--- src/rtl/pipe_ctrl_pkg.sv ---
// Shared types and constants for the SIMPLE pipeline sequencer.
package pipe_ctrl_pkg;

    typedef enum logic [2:0] {
        ST_IDLE  = 3'd0,
        ST_RUN   = 3'd1,
        ST_STALL = 3'd2,
        ST_FLUSH = 3'd3,
        ST_DRAIN = 3'd4,
        ST_HALT  = 3'd5
    } state_e;

    localparam logic [1:0] OP1_ALU = 2'b11;
    localparam logic [3:0] OP3_HLT = 4'b1111;
    localparam logic [1:0] OP1_LD  = 2'b00;
    localparam logic [1:0] OP1_ST  = 2'b01;
    localparam logic [4:0] BR_B    = 5'b10100;
    localparam logic [4:0] BR_COND = 5'b10111;

    localparam int unsigned DRAIN_CYCLES = 3;

endpackage

--- src/rtl/btn_sync_edge.sv ---
// Two-flop synchroniser for an asynchronous button level, plus rising-edge detect.
module btn_sync_edge (
    input  logic clock,
    input  logic reset,
    input  logic btn_i,
    output logic rise_o
);

    logic [2:0] sync_q;

    always_ff @(posedge clock or posedge reset) begin
        if (reset) begin
            sync_q <= '0;
        end else begin
            sync_q <= {sync_q[1:0], btn_i};
        end
    end

    // sync_q[1] is the first metastability-safe sample; sync_q[2] is its previous value
    assign rise_o = sync_q[1] & ~sync_q[2];

endmodule

--- src/rtl/pipe_hazard_ctrl.sv ---
// Run/stop, RAW-hazard stall, branch flush and halt sequencing for the 5-stage pipeline.
// Optional single-step from IDLE via the PIPE_SINGLE_STEP_EN macro (adds the step input).
module pipe_hazard_ctrl
    import pipe_ctrl_pkg::*;
#(
    parameter int unsigned NREG_BITS   = 3,
    parameter int unsigned FLUSH_DEPTH = 2,
    parameter int unsigned HAZ_DEPTH   = 2
) (
    input  logic                 clock,
    input  logic                 reset,
    input  logic                 exec,
`ifdef PIPE_SINGLE_STEP_EN
    input  logic                 step,
`endif
    input  logic                 id_rs_en,
    input  logic [NREG_BITS-1:0] id_rs,
    input  logic                 id_rt_en,
    input  logic [NREG_BITS-1:0] id_rt,
    input  logic                 id_halt,
    input  logic                 ex_wr_en,
    input  logic [NREG_BITS-1:0] ex_wr_addr,
    input  logic                 mem_wr_en,
    input  logic [NREG_BITS-1:0] mem_wr_addr,
    input  logic                 br_taken,
    output logic                 pc_en,
    output logic                 ifid_en,
    output logic                 idex_bubble,
    output logic                 flush,
    output logic                 running,
    output logic                 halted
);

    localparam int unsigned FCNT_W = (FLUSH_DEPTH > 1) ? $clog2(FLUSH_DEPTH) : 1;
    localparam logic [FCNT_W-1:0] FLUSH_LOAD = FCNT_W'(FLUSH_DEPTH - 1);
    localparam logic [2:0] DRAIN_LAST = 3'(DRAIN_CYCLES - 1);
    localparam logic CHK_MEM = 1'(HAZ_DEPTH >= 2);

    state_e             state_q, state_d;
    logic [FCNT_W-1:0]  fcnt_q, fcnt_d;
    logic [2:0]         dcnt_q, dcnt_d;
    logic               fpulse_q, fpulse_d;
    logic               exec_rise;
    logic               hz_ex, hz_mem, hz;

    btn_sync_edge u_exec_sync (
        .clock  (clock),
        .reset  (reset),
        .btn_i  (exec),
        .rise_o (exec_rise)
    );

`ifdef PIPE_SINGLE_STEP_EN
    logic step_rise;
    logic step_q, step_d;

    btn_sync_edge u_step_sync (
        .clock  (clock),
        .reset  (reset),
        .btn_i  (step),
        .rise_o (step_rise)
    );
`endif

    // P5 writes on the falling edge, so only P3 and P4 producers can collide with the P2 read
    assign hz_ex  = (id_rs_en & ex_wr_en & (id_rs == ex_wr_addr))
                  | (id_rt_en & ex_wr_en & (id_rt == ex_wr_addr));
    assign hz_mem = CHK_MEM & ((id_rs_en & mem_wr_en & (id_rs == mem_wr_addr))
                             | (id_rt_en & mem_wr_en & (id_rt == mem_wr_addr)));
    assign hz     = hz_ex | hz_mem;

    always_ff @(posedge clock or posedge reset) begin
        if (reset) begin
            state_q  <= ST_IDLE;
            fcnt_q   <= '0;
            dcnt_q   <= '0;
            fpulse_q <= 1'b0;
`ifdef PIPE_SINGLE_STEP_EN
            step_q   <= 1'b0;
`endif
        end else begin
            state_q  <= state_d;
            fcnt_q   <= fcnt_d;
            dcnt_q   <= dcnt_d;
            fpulse_q <= fpulse_d;
`ifdef PIPE_SINGLE_STEP_EN
            step_q   <= step_d;
`endif
        end
    end

    always_comb begin
        state_d     = state_q;
        fcnt_d      = fcnt_q;
        dcnt_d      = dcnt_q;
        fpulse_d    = 1'b0;
`ifdef PIPE_SINGLE_STEP_EN
        step_d      = step_q;
`endif
        pc_en       = 1'b0;
        ifid_en     = 1'b0;
        idex_bubble = 1'b1;
        flush       = 1'b0;
        running     = 1'b0;
        halted      = 1'b0;

        unique case (state_q)
            ST_IDLE: begin
                flush = fpulse_q;
                if (exec_rise) begin
                    state_d = ST_RUN;
`ifdef PIPE_SINGLE_STEP_EN
                end else if (step_rise) begin
                    pc_en   = 1'b1;
                    ifid_en = 1'b1;
                    dcnt_d  = '0;
                    step_d  = 1'b1;
                    state_d = ST_DRAIN;
`endif
                end
            end

            // RUN and STALL share one decision: a stall simply re-checks the hazard each cycle
            ST_RUN, ST_STALL: begin
                running = 1'b1;
                if (br_taken) begin
                    pc_en   = 1'b1;
                    ifid_en = 1'b1;
                    flush   = 1'b1;
                    fcnt_d  = FLUSH_LOAD;
                    state_d = ST_FLUSH;
                end else if (exec_rise || id_halt) begin
                    dcnt_d  = '0;
                    state_d = ST_DRAIN;
                end else if (hz) begin
                    state_d = ST_STALL;
                end else begin
                    pc_en       = 1'b1;
                    ifid_en     = 1'b1;
                    idex_bubble = 1'b0;
                    state_d     = ST_RUN;
                end
            end

            ST_FLUSH: begin
                running = 1'b1;
                pc_en   = 1'b1;
                ifid_en = 1'b1;
                flush   = 1'b1;
                if (exec_rise) begin
                    dcnt_d  = '0;
                    state_d = ST_DRAIN;
                end else if (fcnt_q == '0) begin
                    state_d = ST_RUN;
                end else begin
                    fcnt_d = fcnt_q - FCNT_W'(1);
                end
            end

            ST_DRAIN: begin
                running = 1'b1;
                if (dcnt_q == DRAIN_LAST) begin
`ifdef PIPE_SINGLE_STEP_EN
                    state_d = step_q ? ST_IDLE : ST_HALT;
                    step_d  = 1'b0;
`else
                    state_d = ST_HALT;
`endif
                end else begin
                    dcnt_d = dcnt_q + 3'd1;
                end
            end

            ST_HALT: begin
                halted = 1'b1;
                if (exec_rise) begin
                    fpulse_d = 1'b1;
                    state_d  = ST_IDLE;
                end
            end

            default: begin
                state_d = ST_IDLE;
            end
        endcase

        if (reset) begin
            flush = 1'b1;
        end
    end

endmodule

--- config.mk ---
export PLATFORM = sky130hd
export DESIGN_NAME = pipe_hazard_ctrl
export DESIGN_NICKNAME = d
export VERILOG_FILES = /design/src/rtl/pipe_ctrl_pkg.sv /design/src/rtl/btn_sync_edge.sv /design/src/rtl/pipe_hazard_ctrl.sv
export SDC_FILE = /design/constraint.sdc
export NUM_CORES = 1
export LEC_CHECK = 0
export ABC_AREA = 1
export CELL_PAD_IN_SITES_DETAIL_PLACEMENT = 0
export CELL_PAD_IN_SITES_GLOBAL_PLACEMENT = 2
export CORE_MARGIN = 3
export CORE_UTILIZATION = 24
export DETAILED_ROUTE_END_ITERATION = 8
export GPL_TIMING_DRIVEN = 0
export PLACE_DENSITY_LB_ADDON = 0.1
export SYNTH_ARGS = -nofsm -noshare
export SYNTH_HDL_FRONTEND = slang
export SYNTH_HIERARCHICAL = 1
export SYNTH_SLANG_ARGS = --single-unit
--- constraint.sdc ---
create_clock -name clock -period 2.15 [get_ports clock]
set_input_delay 0.215 -clock clock [delete_from_list [all_inputs] [get_ports clock]]
set_output_delay 0.215 -clock clock [all_outputs]
set_load 0.005 [all_outputs]
==> flow_metrics.py <==
metrics = {
    "outcome": {
        "status": "finished clean",
    },
    "power_and_ir_drop": {
        "power.density_nw_per_um2": 989,
        "peakVddDrop_mv": 0.422,
        "p_leak_nw": 0.863,
    },
    "critical_path": {
        "worstPathArrival_ps": 1790,
        "cp_common_cell": "nand2_1",
        "crit_type": "input pin to output port",
        "cp.required_ps": 1930,
        "cp_cell_sequence": "clkdlybuf4s50_1 -> nand2_1 -> inv_1 -> nand2_1 -> nor2_1 -> nand2_1 -> nand2_1 -> nor2_2 -> buf_4 -> nand3_1 -> clkdlybuf4s50_1",
        "cp_slowest_stage_delay_ps": 510,
        "setup.worst_path.start_class": "input pin",
        "cp_slowest_cell": "clkdlybuf4s50_1",
        "cp-end-kind": "output port",
        "path_max_fanout": 2,
    },
    "finish": {
        "utilization_pct": 39.1,
        "final_common_cell": "nand2_1",
        "nets": 209,
        "area_delta_synth_final_pct": 51.4,
        "final_cell_mix": "nand2_1, inv_1, nor2_1, dlymetal6s2s_1, clkdlybuf4s50_1",
        "final_cell_area_um2": 1350,
        "drive_gt1_share_pct": 18.4,
        "antenna_cells": 0,
    },
    "cts": {
        "htreeDepth": 1,
        "clk_pin_slew_worst_paths_ps": 50,
        "cts_root_buf": "clkbuf_8",
        "clockBufferDepth": 2,
        "clkSinkCount": 11,
        "hold_buffers": 0,
        "insertion_delay_ps": 240,
        "cts_tree": "done",
        "cts-buffers-inserted": 3,
    },
    "floorplan": {
        "dieWidth_um": 66.8,
        "start_util_pct": 25.8,
        "ios": 27,
        "row_count": 21,
        "core_um2": 3440,
        "die_h_um": 66.8,
        "fp.dieArea_um2": 4470,
    },
    "yosys": {
        "synth_edf_count": 0,
        "yosysWarnings": 6,
        "syn_inst": 149,
        "syn_nets": 172,
        "netlist_area_um2": 888,
        "async_reset_ff_share_pct": 100,
        "synth_cell_types": 21,
        "yosys_register_bits": 11,
        "synth_ff_type": "dfrtp_1",
        "yosysSeqAreaShare_pct": 31.0,
        "syn_avg_cell_area_um2": 5.96,
    },
    "timing": {
        "fin_skew_ps": 4.82,
        "setup_violations": 0,
        "finalHoldViolCount": 0,
        "rsz0062_at_grt": "false",
        "finalCriticalPeriod_ps": 2010,
        "relSlewSlack_pct": 74.6,
        "finalCritPeriodShare_pct": 93.4,
        "worstMarginPinSlew_ps": 380,
        "maxSlewViolCount": 0,
        "max_freq_mhz": 498,
        "finalHoldWorstSlack_ps": 157,
    },
    "routing": {
        "num_vias": 932,
        "routedWlPerCell_um": 9.41,
        "dr.pass1.iters": 4,
        "viasPerCell": 4.03,
        "wl_um": 2170,
        "ant_nets": 0,
        "dr.first_iter.drc_count": 41,
        "drc": 0,
    },
    "grt": {
        "grt_max_degree": 10,
        "grt_pass1_vias": 820,
        "antenna_found_initial": 0,
        "grtUsageMet1_pct": 14.7,
        "use_met2_pct": 14.7,
        "grt_pass1_wl_um": 3470,
        "gr-max-usage-layer": "met2",
        "overflow": 0,
        "grt_use_met3_pct": 3.54,
        "grtUsageTotal_pct": 10.2,
    },
    "hold_path": {
        "hold_path_class": "input pin to async pin",
    },
    "placed_design": {
        "io_buffers": 26,
        "postPlaceCellArea_um2": 1210,
        "dpl.hpwl_um": 1750,
        "routabilityCongestion": 0.724,
    },
    "job": {
        "cap_violations": 0,
    },
}
==> path summary, 6_finish.rpt <==
path                                        from                    end  slack, ps  cells after the start
setup reg to reg           u_exec_sync/sync_q[1]             state_q[2]        800                      9
hold reg to reg            u_exec_sync/sync_q[0]  u_exec_sync/sync_q[1]        360                      0
hold / removal                             reset  u_exec_sync/sync_q[0]        160                      2
min in group clock         u_exec_sync/sync_q[0]  u_exec_sync/sync_q[1]        360                      0
max in group asynchronous                  reset             state_q[0]       1580                      2
setup / recovery                       mem_wr_en            idex_bubble        140                     11
==> power by group <==
group	switching, W	total [W]	internal [W]
clock network	0.0000800	0.000208	0.000127
logic	0.000425	0.000795	0.000370
registers	0.0000497	0.000328	0.000278
==> registers in the layout, summed over array words and instances, names as in the netlist <==
signal and cells:
dcnt_q 3, fcnt_q 1, fpulse_q 1, state_q 3, u_exec_sync/sync_q 3
==> Yosys cell counts (2+ instances only) <==
| library cell | n | area [um2] |
|---|---|---|
| nor2_1 | 17 | 63.8 |
| nand3_2 | 2 | 20.0 |
| inv_2 | 3 | 11.3 |
| nand4_1 | 2 | 12.5 |
| nand3_1 | 5 | 25.0 |
| ha_1 | 2 | 25.0 |
| inv_1 | 28 | 105 |
| o21ai_0 | 2 | 10.0 |
| nand2_1 | 61 | 229 |
| o21ai_1 | 3 | 15.0 |
| dfrtp_1 | 11 | 275 |
| nor2_2 | 4 | 25.0 |
==> cell families after synthesis <==
| logic type | after synthesis | share of synthesized area [%] |
|---|---|---|
| compound gates | 8 | 5.21 |
| fa+ha+maj | 2 | 2.82 |
| buf+inv | 33 | 14.6 |
| flops | 11 | 31.0 |
| simple gates | 95 | 46.3 |
==> worst max-delay path: cells and delay by family <==
family / cells / cell delay (ps)
buf+inv: 4 / 1170
simple gates: 7 / 410
==> final cells by class <==
| type | instances | area, um2 |
|---|---|---|
| Fill cell | 389 | 2100 |
| Multi-Input combinational cell | 105 | 495 |
| Timing Repair Buffer | 32 | 339 |
| Sequential cell | 11 | 277 |
| Inverter | 32 | 123 |
| Tap cell | 46 | 57.6 |
| Clock buffer | 3 | 41.3 |
| Buffer | 1 | 7.51 |
| Clock inverter | 1 | 5.00 |
==> timing repair <==
item / 4_1_cts / 5_1_grt
setup buffers: 2 / 4
pin swaps: 2 / 6
setup endpoints to repair: 2 / 4
cloned: 0 / 0
resized for setup: 2 / 23
==> stage by stage <==
step	power, W	std cells	setup slack [ps]	TNS (ps)
4_1_cts	0.00129	227	2.04	0
2_1_floorplan	0.000808	149	895	0
3_3_place_gp	0.00106	221	-84.0	-84.2
3_5_place_dp	0.00107	221	-102	-114
5_1_grt	0.00147	231	3.85	0
6_report	0.00133	231	142	0
==> metal layers <==
metal	wire (um)	share of wire [%]	vias up
met5	0	0	-
met4	10	0.46	0
met3	176	8.1	2
met2	888	41	24
met1	1100	51	395
li1	-	-	511
Note: power is estimated with default switching activity, not from simulation.
